$ cat config.mk
export PLATFORM = sky130hd
export DESIGN_NAME = jogador_automatico
export DESIGN_NICKNAME = d
export VERILOG_FILES = /design/src/rtl/jogador_automatico_pkg.sv /design/src/rtl/jogador_automatico_temporizador.sv /design/src/rtl/jogador_automatico.sv
export SDC_FILE = /design/constraint.sdc
export NUM_CORES = 1
export LEC_CHECK = 0
export ABC_CLOCK_PERIOD_IN_PS = 6200
export CORE_MARGIN = 2
export CORE_UTILIZATION = 33
export CTS_CLUSTER_DIAMETER = 100
export DETAILED_ROUTE_END_ITERATION = 8
export SLEW_MARGIN = 20
export SYNTH_ARGS = -nofsm -noshare
export SYNTH_HDL_FRONTEND = slang
export SYNTH_SLANG_ARGS = --single-unit
$ cat constraint.sdc
create_clock -name clock -period 6.2 [get_ports clock]
set_clock_uncertainty 0.1 [all_clocks]
set_input_delay 1.24 -clock clock [delete_from_list [all_inputs] [get_ports clock]]
set_output_delay 1.24 -clock clock [all_outputs]
set_load 0.02 [all_outputs]
$ cat src/rtl/jogador_automatico_pkg.sv
// Shared state codes, press sequence and verdict record for the automatic memory-game player.
package jogador_pkg;

   localparam logic [2:0] IDLE       = 3'd0;
   localparam logic [2:0] INICIA     = 3'd1;
   localparam logic [2:0] ESPERA_INI = 3'd2;
   localparam logic [2:0] PRESSIONA  = 3'd3;
   localparam logic [2:0] SOLTA      = 3'd4;
   localparam logic [2:0] AGUARDA    = 3'd5;
   localparam logic [2:0] FIM        = 3'd6;

   typedef struct packed {
      logic fim;
      logic passou;
      logic falhou;
   } veredito_t;

   function automatic logic [3:0] seq_valor(input logic [3:0] idx);
      return 4'b0001 << (idx & 4'd3);
   endfunction

   // Wrong press: one-hot value rotated left by one position.
   function automatic logic [3:0] rot_esq(input logic [3:0] v);
      return {v[2:0], v[3]};
   endfunction

endpackage

$ cat src/rtl/jogador_automatico_temporizador.sv
// Loadable down-counter shared by every timed state; zero flags the last cycle of a state.
module temporizador #(
   parameter int W = 4
) (
   input  logic         clock,
   input  logic         reset,
   input  logic         carga,
   input  logic         en,
   input  logic [W-1:0] valor,
   output logic         zero
);

   logic [W-1:0] conta;

   always_ff @(posedge clock or posedge reset) begin
      if (reset)                    conta <= '0;
      else if (carga)               conta <= valor;
      else if (en && conta != '0)   conta <= conta - 1'b1;
   end

   assign zero = (conta == '0);

endmodule

$ cat src/rtl/jogador_automatico.sv
// Automatic player: drives iniciar/botoes through the memory game rounds and judges the outcome.
module jogador_automatico
   import jogador_pkg::*;
#(
   parameter int START_CYCLES   = 5,
   parameter int HOLD_CYCLES    = 10,
   parameter int GAP_CYCLES     = 10,
   parameter int N_JOGADAS      = 16,
   parameter int TIMEOUT_CYCLES = 1000
) (
   input  logic       clock,
   input  logic       reset,
   input  logic       comecar,
   input  logic       erro_en,
   input  logic [3:0] erro_rodada,
   input  logic       acertou,
   input  logic       errou,
   input  logic       pronto,
   output logic       iniciar,
   output logic [3:0] botoes,
   output logic       fim,
   output logic       passou,
   output logic       falhou,
   output logic [3:0] db_rodada,
   output logic [3:0] db_estado
);

   localparam int M1   = (START_CYCLES > HOLD_CYCLES) ? START_CYCLES : HOLD_CYCLES;
   localparam int M2   = (M1 > GAP_CYCLES) ? M1 : GAP_CYCLES;
   localparam int MAXC = (M2 > TIMEOUT_CYCLES) ? M2 : TIMEOUT_CYCLES;
   localparam int TW   = (MAXC > 2) ? $clog2(MAXC) : 1;
   localparam logic [3:0] ULTIMA = 4'(N_JOGADAS - 1);

   logic [2:0]    estado, estado_n;
   logic [3:0]    rodada, rodada_n, jogada, jogada_n;
   logic          erro_en_r, erro_feito;
   logic [3:0]    erro_rodada_r;
   veredito_t     ver;
   logic          carga, zero, t_en;
   logic [TW-1:0] valor;
   logic          inicio, vai_fim, ok;
   logic          erro_atual, erro_prox;

   // erro_atual: the press in progress is the injected one; erro_prox: the press about to start is.
   assign erro_atual = erro_en_r && (erro_rodada_r == rodada)   && (jogada == rodada);
   assign erro_prox  = erro_en_r && (erro_rodada_r == rodada_n) && (jogada_n == rodada_n);
   assign t_en       = (estado != IDLE) && (estado != FIM);

   temporizador #(.W(TW)) u_tempo (
      .clock (clock),
      .reset (reset),
      .carga (carga),
      .en    (t_en),
      .valor (valor),
      .zero  (zero)
   );

   always_comb begin
      estado_n = estado;
      rodada_n = rodada;
      jogada_n = jogada;
      carga    = 1'b0;
      valor    = '0;
      inicio   = 1'b0;
      vai_fim  = 1'b0;
      ok       = 1'b0;
      case (estado)
         IDLE, FIM: if (comecar) begin
            inicio   = 1'b1;
            estado_n = INICIA;
            carga    = 1'b1;
            valor    = TW'(START_CYCLES - 1);
         end
         INICIA: if (zero) begin
            estado_n = ESPERA_INI;
            carga    = 1'b1;
            valor    = TW'(GAP_CYCLES - 1);
         end
         ESPERA_INI: if (zero) begin
            estado_n = PRESSIONA;
            rodada_n = 4'd0;
            jogada_n = 4'd0;
            carga    = 1'b1;
            valor    = TW'(HOLD_CYCLES - 1);
         end
         // errou while the wrong button is still held is early; pronto is always early here.
         PRESSIONA: if (pronto || errou) begin
            estado_n = FIM;
            vai_fim  = 1'b1;
         end else if (zero) begin
            estado_n = SOLTA;
            carga    = 1'b1;
            valor    = TW'(GAP_CYCLES - 1);
         end
         SOLTA: if (pronto || (errou && !erro_atual)) begin
            estado_n = FIM;
            vai_fim  = 1'b1;
         end else if (zero) begin
            carga = 1'b1;
            if (jogada < rodada) begin
               jogada_n = jogada + 4'd1;
               estado_n = PRESSIONA;
               valor    = TW'(HOLD_CYCLES - 1);
            end else if (erro_atual || rodada == ULTIMA) begin
               estado_n = AGUARDA;
               valor    = TW'(TIMEOUT_CYCLES - 1);
            end else begin
               rodada_n = rodada + 4'd1;
               jogada_n = 4'd0;
               estado_n = PRESSIONA;
               valor    = TW'(HOLD_CYCLES - 1);
            end
         end
         AGUARDA: if (pronto) begin
            estado_n = FIM;
            vai_fim  = 1'b1;
            ok       = erro_feito ? errou : acertou;
         end else if (zero) begin
            estado_n = FIM;
            vai_fim  = 1'b1;
         end
         default: estado_n = IDLE;
      endcase
   end

   always_ff @(posedge clock or posedge reset) begin
      if (reset) begin
         estado        <= IDLE;
         rodada        <= '0;
         jogada        <= '0;
         erro_en_r     <= 1'b0;
         erro_rodada_r <= '0;
         erro_feito    <= 1'b0;
         ver           <= '0;
         iniciar       <= 1'b0;
         botoes        <= '0;
      end else begin
         estado  <= estado_n;
         rodada  <= rodada_n;
         jogada  <= jogada_n;
         iniciar <= (estado_n == INICIA);
         if (estado_n == PRESSIONA)
            botoes <= erro_prox ? rot_esq(seq_valor(jogada_n)) : seq_valor(jogada_n);
         else
            botoes <= 4'b0000;
         if (inicio) begin
            erro_en_r     <= erro_en;
            erro_rodada_r <= erro_rodada;
            erro_feito    <= 1'b0;
            ver           <= '0;
         end else if (estado == SOLTA && estado_n == AGUARDA && erro_atual) begin
            erro_feito <= 1'b1;
         end
         if (vai_fim) begin
            ver.fim    <= 1'b1;
            ver.passou <= ok;
            ver.falhou <= ~ok;
         end
      end
   end

   assign fim       = ver.fim;
   assign passou    = ver.passou;
   assign falhou    = ver.falhou;
   assign db_rodada = rodada;
   assign db_estado = {1'b0, estado};

endmodule

# Word-level counts from Yosys, hierarchy flattened
# Cells that the tools add are included.
# Widths: inputs -> output; s select.
# classes
n_mux	53
n_eq_ne	15
n_reduce_logical	22
bitwise_logic	1
add_sub_neg	3
n_lt_le_gt_ge	1
n_shift	1
# ops
cell	count
$mux 10	7
$mux 4	13
$mux 3	14
$pmux 10 s4	1
$pmux 3 s6	1
$eq 4x4->1	4
$pmux 4 s2	2
$mux 1	13
$eq 3x3->1 const B	4
$logic_not 10->1	1
$reduce_bool 10->1	1
$sub 10x1->10 const B	1
$eq 3x2->1 const B	3
$logic_and 1x1->1	9
$add 4x1->4 const B	2
$eq 3x1->1 const B	2
$reduce_bool 2->1	3
$eq 4x4->1 const B	1
$lt 4x4->1	1
$pmux 1 s4	1
$reduce_or 2->1	2
$shl 1x2->4 const A	1
$logic_not 3->1	1
$logic_or 1x1->1	3
other kinds (5)	5
# totals
reg_bits	35
out_inout_bits	16

# Depth between registers and ports, before layout
# Gate-level depths: netlist of run 1.
# logic_depth
word_depth	14
depth_mapped	12
mapped_depth_nobuf	11

# Hierarchy
# A second synthesis of run 1 with hierarchy kept.
# hier_totals
cells_unflattened	289
hier_area_um2	2546.2
# modules_own_cells
module	n_inst	cells_per_inst	area_per_inst_um2
jogador_automatico	1	220	1890.6
temporizador	1	69	655.6

# Worst setup path before layout of run 1
# OpenSTA, ideal clock, no wires.
# synth_timing
kind	register to register
startpoint	reg rodada[2] (netlist: db_rodada[2])
endpoint	reg botoes[1]
setup_time_ps	79
arrival_time_ps	3092
path_stages_with_launch	12
path_slack_ps	2928
path_cell_list	dfrtp_1 > inv_1 > ha_1 > nand2_1 > nor4_4 > a21boi_2 > or3_4 > or4_1 > o211a_2 > nor4b_2 > o2111a_2 > mux2i_1
# synth_between
word_cells_on_any_way	35
cone_classes	1 x add/sub; 1 x order compare; 6 x eq/ne; 1 x shift; 18 x mux; 8 x reduce/logical
# synth_lines
element	line	text
start, declared	jogador_automatico.sv:35	logic [3:0] rodada, rodada_n, jogada, jogada_n;
start signal, assigned	jogador_automatico.sv:139	rodada <= rodada_n;
$eq 4x4->1	jogador_automatico.sv:45	assign erro_atual = erro_en_r && (erro_rodada_r == rodada) && (jogada == rodada);
$logic_and 1x1->1 (2 in series)	jogador_automatico.sv:45	
$logic_or 1x1->1	jogador_automatico.sv:104	end else if (erro_atual || rodada == ULTIMA) begin
$mux 4	jogador_automatico.sv:104	
$mux 4	jogador_automatico.sv:100	if (jogada < rodada) begin
$mux 4	jogador_automatico.sv:98	end else if (zero) begin
$mux 4 *	jogador_automatico.sv:95	SOLTA: if (pronto || (errou && !erro_atual)) begin
$pmux 4 s2 *	jogador_automatico.sv:67	case (estado)
named net jogada_n[0]	jogador_automatico.sv:35	
$eq 4x4->1	jogador_automatico.sv:46	assign erro_prox = erro_en_r && (erro_rodada_r == rodada_n) && (jogada_n == rodada_n);
$logic_and 1x1->1	jogador_automatico.sv:46	
$mux 4 *	jogador_automatico.sv:143	botoes <= erro_prox ? rot_esq(seq_valor(jogada_n)) : seq_valor(jogada_n);
$mux 4 *	jogador_automatico.sv:142	if (estado_n == PRESSIONA)
end signal, assigned	jogador_automatico.sv:143	
end, declared	jogador_automatico.sv:20	output logic [3:0] botoes,
# Mark *: on every way through the listed nets, which the timed path passes. The rest lies on a longest branch.
# A chain may end at the register's enable or synchronous reset.

# Worst setup path in the final report of run 1
# layout_timing
startpoint	in pronto
endpoint	reg botoes[0]
# layout_between
elab_chain_cells	8
word_cells_on_any_way	18
cone_classes	3 x eq/ne; 1 x shift; 10 x mux; 4 x reduce/logical
# layout_rtl
element	line	text
start, declared	jogador_automatico.sv:18	input logic pronto,
$logic_or 1x1->1 *	jogador_automatico.sv:95	
$mux 4 *	jogador_automatico.sv:95	
$pmux 4 s2 *	jogador_automatico.sv:67	
named net rodada_n[3]	jogador_automatico.sv:35	
$eq 4x4->1	jogador_automatico.sv:46	
$logic_and 1x1->1	jogador_automatico.sv:46	
$logic_and 1x1->1 *	jogador_automatico.sv:46	
$mux 4 *	jogador_automatico.sv:143	
$mux 4 *	jogador_automatico.sv:142	
# Marks and branches as above.

==> results of run 1 <==
[logic make-up (layout without fill, tap and decap cells)]
| family | after synthesis | in the layout | synth area share |
|---|---|---|---|
| AOI/OAI and AO/OA | 72 | 72 | 0.213 |
| xor gates and xnor gates | 7 | 7 | 0.0271 |
| adders and majority gates | 7 | 7 | 0.0387 |
| buffers and inverters | 24 | 47 | 0.0426 |
| DFF | 35 | 35 | 0.387 |
| muxes | 13 | 13 | 0.0603 |
| other | 1 | 1 | 0.00166 |
| and+or+nand+nor | 101 | 101 | 0.230 |
[registers in the layout, summed over array words and instances (netlist names)]
| name | flops |
|---|---|
| u_tempo.conta | 10 |
| botoes | 4 |
| db_rodada | 4 |
| erro_rodada_r | 4 |
| jogada | 4 |
| estado | 3 |
| erro_en_r | 1 |
| erro_feito | 1 |
| falhou | 1 |
| fim | 1 |
| iniciar | 1 |
| passou | 1 |
[routing by layer]
metal  up-vias  global-route usage  wire length [um]
li1        998                   -                 -
met1       956               0.221              2740
met2        52               0.218              2390
met3         6              0.0305               235
met4         0              0.0497                65
met5         -                   0                 0
[metrics by stage]
stage / hold slack [ns] / utilization / worst slack [ns] / instances / area (um2)
2_1_floorplan: 0.384 / - / 2.93 / 260 / 2260
3_3_place_gp: 0.384 / 0.384 / 2.34 / 356 / 2580
3_5_place_dp: 0.371 / 0.384 / 2.30 / 356 / 2580
4_1_cts: 0.398 / 0.397 / 2.61 / 363 / 2670
5_1_grt: 0.437 / 0.397 / 2.34 / 363 / 2670
6_report: 0.393 / 0.397 / 2.60 / 363 / 2670
[layout make-up]
type                    count  area (um2)  share of cell area
inverters                  13        48.8              0.0183
multi-input cells         201        1290               0.484
repair buffers             27         265              0.0994
clock inverters             1        5.00             0.00188
flip-flops and latches     35         876               0.328
clock buffers               6        82.6              0.0309
well taps                  80         100              0.0375
[critical path, cell delays in order]
cell and delay, ns:
sky130_fd_sc_hd__clkdlybuf4s50_1 0.55, sky130_fd_sc_hd__nor2_1 0.32, sky130_fd_sc_hd__o211ai_1 0.19, sky130_fd_sc_hd__o311ai_0 0.36, sky130_fd_sc_hd__nand2_1 0.16, sky130_fd_sc_hd__or2_2 0.30, sky130_fd_sc_hd__mux2i_1 0.12, sky130_fd_sc_hd__o2111a_2 0.29
sky130_fd_sc_hd__mux2i_1 0.19
[layout by cell type (no fill, tap or decap), types with 2 or more instances in the layout]
cell type / instances
sky130_fd_sc_hd__ha_1: 7
sky130_fd_sc_hd__and3_1: 3
sky130_fd_sc_hd__o221ai_1: 2
sky130_fd_sc_hd__mux2_2: 5
sky130_fd_sc_hd__o22ai_1: 2
sky130_fd_sc_hd__mux2i_1: 8
sky130_fd_sc_hd__a21oi_1: 16
sky130_fd_sc_hd__buf_4: 2
sky130_fd_sc_hd__or3_1: 2
sky130_fd_sc_hd__a31o_2: 4
sky130_fd_sc_hd__o21a_1: 3
sky130_fd_sc_hd__nor4_1: 2
sky130_fd_sc_hd__nor3_1: 11
sky130_fd_sc_hd__nor2_1: 29
sky130_fd_sc_hd__o22a_1: 3
sky130_fd_sc_hd__dfrtp_1: 35
sky130_fd_sc_hd__or2_2: 4
sky130_fd_sc_hd__nand3_1: 8
sky130_fd_sc_hd__clkdlybuf4s50_1: 25
sky130_fd_sc_hd__nand4_1: 4
sky130_fd_sc_hd__a211oi_1: 4
sky130_fd_sc_hd__xor2_1: 6
sky130_fd_sc_hd__a31oi_1: 8
sky130_fd_sc_hd__a21o_1: 2
sky130_fd_sc_hd__inv_1: 13
sky130_fd_sc_hd__nand2b_1: 3
sky130_fd_sc_hd__and4_1: 2
sky130_fd_sc_hd__a41oi_1: 2
sky130_fd_sc_hd__clkbuf_8: 6
sky130_fd_sc_hd__o21ai_0: 15
sky130_fd_sc_hd__nand2_1: 24
[final timing paths]
| check | from | endpoint | slack [ns] | depth (start not counted) |
|---|---|---|---|---|
| setup / recovery | pronto | botoes[0] | 2.60 | 9 |
| hold / removal | fim | fim | 0.39 | 2 |
| setup reg to reg | db_rodada[2] | botoes[0] | 2.71 | 11 |
| hold reg to reg | fim | fim | 0.39 | 2 |
| max in group asynchronous | reset | erro_rodada_r[1] | 4.43 | 3 |
| min in group asynchronous | reset | u_tempo.conta[9] | 1.25 | 3 |
[power by group through the flow]
stage / sequential, mW / combinational, mW / clock, mW
2_1_floorplan: 0.389 / 0.421 / 0
3_3_place_gp: 0.397 / 0.573 / 0
3_5_place_dp: 0.395 / 0.576 / 0
4_1_cts: 0.392 / 0.579 / 0.173
5_1_grt: 0.407 / 0.651 / 0.180
6_report: 0.393 / 0.578 / 0.166
==> results.md, run 1 <==
* Net switching power figure at 0.508 mW
* Wire length after detailed routing at 5430 um
* Share of flip-flops with an asynchronous set or reset after synthesis at 1.00
* GRT Total Usage at 0.150
* Accumulated negative setup slack at 0 ns
* P_leak at 1.16 nW
* Clock tree from TritonCTS: yes
* Kind of start point of the critical path: input pin
* Crit end category: register
* Post-synth EDFFs at 0
* Detailed router's first-iteration violation count at 123
* Starting utilization of the core area at 0.337
* CTS H-tree lvls at 2
* Post-Syn Nets at between 200 and 300
* Top cell type's share of synthesized area at 0.387
* Gate Count Post-Synth at 260
* Most frequent cell after synthesis: sky130_fd_sc_hd__dfrtp_1
* Maximum clock frequency at 278 MHz
* Kind of path behind the tightest hold check: register to register
* Largest voltage drop on the vdd net at 0.135 mV
* Synth top cells by count: sky130_fd_sc_hd__dfrtp_1, sky130_fd_sc_hd__nor2_1, sky130_fd_sc_hd__nand2_1
* Pwr Density at 426 mW/mm2
* Wire per inst at between 10 and 15 um
* Number of buffers inserted to repair setup after CTS at 0
* Overall power of the completed layout at 1.14 mW
* Final-report max-slew violation count at 0
* First-pass DRT Iterations at 4
* Clock Power Share at 0.146
* Antenna Diode Count at 0
* Vias in the first global route at 1863
* WP data arrival at between 3 and 4 ns
* Sequential area share after synthesis at 0.387
* Core Footprint at between 0.006 and 0.007 mm2
* Classification of the worst setup path: input pin to register
* Die width at 86.8 um
* Worst endpoint required time at 6.31 ns
* Detail-routed via count per cell at between 5 and 6
* Row Count at 30
* Reported max-cap violation count at 0
* Final weighted congestion of routability-driven global placement at 0.889
* Clock tree root driver cell: sky130_fd_sc_hd__clkbuf_8
* Leading post-synthesis cells by cell area: sky130_fd_sc_hd__dfrtp_1, sky130_fd_sc_hd__nor2_1, sky130_fd_sc_hd__nand2_1
* Clock buffers created by TritonCTS at 5
* Transition at the pin with the smallest max-transition slack at 0.846 ns
* Layout cell share with drive strength beyond 1 at 0.110
* Die Footprint at 0.00754 mm2
* Global-route wire length before repair at 8960 um
* Number of sinks driven by the clock tree at 35
* HPWL after DPL at 3950 um
* Reg power frac at 0.346
* Filler Cells Inserted at about 680
* Power share of the combinational group at 0.509
* Via total after detailed routing at about 2000
* CTS max path bufs at 2
* Clk pin slew, worst setup/hold paths at 0.07 ns
* Internal Power at approximately 0.63 mW
* Post-CTS Hold Buffers at 0
* Die Y-Extent at roughly 87 um
* Area grow syn2layout at 17.9%
* Total of warnings raised by yosys at 0
* Cell type contributing the most total cell area after synthesis: sky130_fd_sc_hd__dfrtp_1
* Outcome: completed
* Antenna violations before repair at 0
* Nets@finish at roughly 300
* Remaining global-route overflow at 0
* Final routed DRC violation total at 0
* Register bit total from synthesis at 35
* Fraction of the cycle the final worst path needs at 0.581
* Switching power as a share of total power at 0.447
* Post_cts resized at 0
* Count of input and output buffers at 25
* I/O pin count at 27
* Most used DFF post-synth: sky130_fd_sc_hd__dfrtp_1
* Final number of hold-violating endpoints at 0
* Mean instance size in the synthesized netlist at between 8 and 9 um2
* Post-synthesis instance area at 0.00226 mm2
* RSZ-0062 raised after global routing: false
* Clock insertion delay at the later pin of the skew report at 0.28 ns
* Setup violation total in the final timing report at 0
* Largest driver fanout on the critical path at 9
* Max-slew headroom at 0.432
* Shortest period the worst path allows at 3.60 ns
* Synth unique cells at 53
* Post-detailed-route count of antenna-violating nets at 0
* Largest net degree at the start of global routing at 36
(Power assumes the default switching activity.)
==> run 2: changes to the inputs <==
--- a/config.mk
+++ b/config.mk
@@ -5,7 +5,7 @@
 export SDC_FILE = /design/constraint.sdc
 export NUM_CORES = 1
 export LEC_CHECK = 0
-export ABC_CLOCK_PERIOD_IN_PS = 6200
+export ABC_CLOCK_PERIOD_IN_PS = 3700
 export CORE_MARGIN = 2
 export CORE_UTILIZATION = 33
 export CTS_CLUSTER_DIAMETER = 100
==> constraint.sdc (replaced) <==
create_clock -name clock -period 3.7 [get_ports clock]
set_clock_uncertainty 0.1 [all_clocks]
set_input_delay 0.74 -clock clock [delete_from_list [all_inputs] [get_ports clock]]
set_output_delay 0.74 -clock clock [all_outputs]
set_load 0.02 [all_outputs]
==> results.md, run 2 (same netlist as run 1, synthesis figures left out) <==
* Kind of path behind the tightest hold check: register to register
* Transition at the pin with the smallest max-transition slack at 0.857 ns (+0.0115 ns)
* Antenna Diode Count at 0 (unchanged)
* Die Footprint at 0.00754 mm2 (unchanged)
* Number of buffers inserted to repair setup after CTS at 0 (unchanged)
* WP data arrival at 3.54 ns (-0.17 ns)
* Flip-flop count of the largest register after layout at 10 (unchanged)
* Post-CTS Hold Buffers at 0 (unchanged)
* Core Footprint at 0.00672 mm2 (unchanged)
* Filler Cells Inserted at 652 (-3.8%)
* Slowest stage cell, crit path: sky130_fd_sc_hd__dfrtp_1
* Fraction of the cycle the final worst path needs at 0.927
* Accumulated negative setup slack at 0 ns (unchanged)
* GRT Total Usage at 0.156 (+0.00605)
* Via total after detailed routing at 2077 (+3.2%)
* Register name with the most flops: u_tempo.conta
* HPWL after DPL at 4100 um (+3.9%)
* Most common cell after layout, fill and taps aside: sky130_fd_sc_hd__dfrtp_1
* Antenna violations before repair at 0 (unchanged)
* CTS max path bufs at 2 (unchanged)
* Count of input and output buffers at 25 (unchanged)
* Clock tree root driver cell: sky130_fd_sc_hd__clkbuf_8
* Row Count at 30 (unchanged)
* Outcome: completed
* Wire per inst at 15.1 um (+0.69%)
* Final weighted congestion of routability-driven global placement at 0.870 (-2.1%)
* Clock tree from TritonCTS: yes
* List of cells traversed by the critical path: inv_1, ha_1, nand3_1, nor4_4, a21boi_2, or3_4, or4_1, o211a_2, nor4b_2, o2111a_2, mux2i_1
* Clk pin slew, worst setup/hold paths at 0.08 ns (about the same)
* Number of sinks driven by the clock tree at 35 (unchanged)
* Detailed router's first-iteration violation count at 113 (-8.1%)
* Largest incremental delay on the critical path at 0.48 ns (-0.07 ns)
* Final routed DRC violation total at 0 (unchanged)
* Final-report max-slew violation count at 0 (unchanged)
* Crit end category: register
* First-pass DRT Iterations at 5 (+1)
* Max-slew headroom at 0.427 (-0.00547)
* Maximum clock frequency at 292 MHz
* Clock insertion delay at the later pin of the skew report at 0.29 ns (about the same)
* Area grow syn2layout at 20.3%
* Vias in the first global route at 1963 (+5.4%)
* Starting utilization of the core area at 0.337 (unchanged)
* Post-route insts no fill at 371 (+2.2%)
* Classification of the worst setup path: register to register
* Clock buffers created by TritonCTS at 5 (unchanged)
* Kind of start point of the critical path: register
* Cell Count Post-Placement at 363 (+2.0%)
* I/O pin count at 27 (unchanged)
* Shortest period the worst path allows at 3.43 ns
* Die width at 86.8 um (unchanged)
* Pwr Density at 713 mW/mm2 (+67%)
* Post_cts resized at 0 (unchanged)
* Die Y-Extent at 86.8 um (unchanged)
* P_leak at 1.19 nW (+2.5%)
* Remaining global-route overflow at 0 (unchanged)
* Worst endpoint required time at 3.81 ns (-2.50 ns)
* Largest voltage drop on the vdd net at 0.238 mV (+76%)
* Largest driver fanout on the critical path at 8 (-1)
* Post-detailed-route count of antenna-violating nets at 0 (unchanged)
* Global-route wire length before repair at 9420 um (+5.1%)
* Nets@finish at 308 (+2.3%)
* CTS H-tree lvls at 2 (unchanged)
* Cell type group with the largest total delay on the critical path: simple AND/OR/NAND/NOR gates
* Number of buffers and inverters on the critical path at 1 (unchanged)
* RSZ-0062 raised after global routing: false
* Setup violation total in the final timing report at 0 (unchanged)
* Largest net degree at the start of global routing at 36 (unchanged)
* Final number of hold-violating endpoints at 0 (unchanged)
* Highest-count cells in the layout ignoring fill and taps: sky130_fd_sc_hd__dfrtp_1, sky130_fd_sc_hd__nor2_1, sky130_fd_sc_hd__clkdlybuf4s50_1, sky130_fd_sc_hd__nand2_1, sky130_fd_sc_hd__a21oi_1
* Layout cell share with drive strength beyond 1 at 0.134 (+0.0245)
* Detail-routed via count per cell at 5.60 (+1.0%)
* Reported max-cap violation count at 0 (unchanged)
* Wire length after detailed routing at 5590 um (+2.9%)
## run 2: cell count changes in the layout (fill, tap and decap cells not counted)
| cell | delta |
|---|---|
| sky130_fd_sc_hd__clkbuf_8 | -1 |
| sky130_fd_sc_hd__buf_4 | +7 |
| sky130_fd_sc_hd__clkinvlp_4 | +2 |
## run 2: tightest hold or removal path: cells and delay by family, from the launching register on
family / cells / cell delay (ns)
DFF: 1 / 0.36
and+or+nand+nor: 2 / 0.10
## run 2: final cells by class
type                    instances  area [um2]  share of cell area
clock buffers                   5        68.8              0.0253
clock inverters                 3        20.0             0.00735
inverters                      13        48.8              0.0179
multi-input cells             201        1290               0.474
flip-flops and latches         35         876               0.322
well taps                      80         100              0.0368
repair buffers                 34         318               0.117
## run 2: worst paths after layout
kind | startpoint | endpoint | slack (ns) | depth (start not counted)
min in group asynchronous | reset | u_tempo.conta[9] | 0.75 | 3
worst max-delay path | db_rodada[3] | botoes[2] | 0.27 | 11
worst min register to register | fim | fim | 0.39 | 2
worst min-delay path | fim | fim | 0.39 | 2
worst max register to register | db_rodada[3] | botoes[2] | 0.27 | 11
max in group asynchronous | reset | u_tempo.conta[0] | 2.42 | 3
## run 2: power by group
| part | switching [mW] | internal [mW] | total, mW |
|---|---|---|---|
| Sequential | 0.116 | 0.503 | 0.620 |
| Clock | 0.154 | 0.131 | 0.285 |
| Combinational | 0.611 | 0.426 | 1.04 |
## run 2: per-layer routing
| metal | GRT usage | vias up | share of wire |
|---|---|---|---|
| li1 | - | 1018 | - |
| met1 | 0.232 | 983 | 0.50 |
| met2 | 0.228 | 68 | 0.44 |
| met5 | 0 | - | 0 |
| met3 | 0.0295 | 8 | 0.045 |
| met4 | 0.0497 | 0 | 0.013 |
## run 2: per-stage QoR
stage	hold WS (ns)	cell area, um2	power (mW)	setup slack [ns]	utilization
final	0.393	2720	1.94	0.270	0.405
after global routing	0.440	2720	2.11	0.00593	0.405
after CTS	0.402	2720	1.95	0.258	0.405
after detailed placement	0.372	2630	1.66	0.299	0.392
after global placement	0.380	2630	1.65	0.328	0.392
after floorplan	0.384	2260	1.36	0.428	-
==> run 3: changes to the inputs <==
--- a/config.mk
+++ b/config.mk
@@ -6,6 +6,7 @@
 export NUM_CORES = 1
 export LEC_CHECK = 0
 export ABC_CLOCK_PERIOD_IN_PS = 3700
+export CAP_MARGIN = 20
 export CORE_MARGIN = 2
 export CORE_UTILIZATION = 33
 export CTS_CLUSTER_DIAMETER = 100
==> results of run 3 <==
Same layout as run 2: the final DEF is identical, and so are final timing and power.
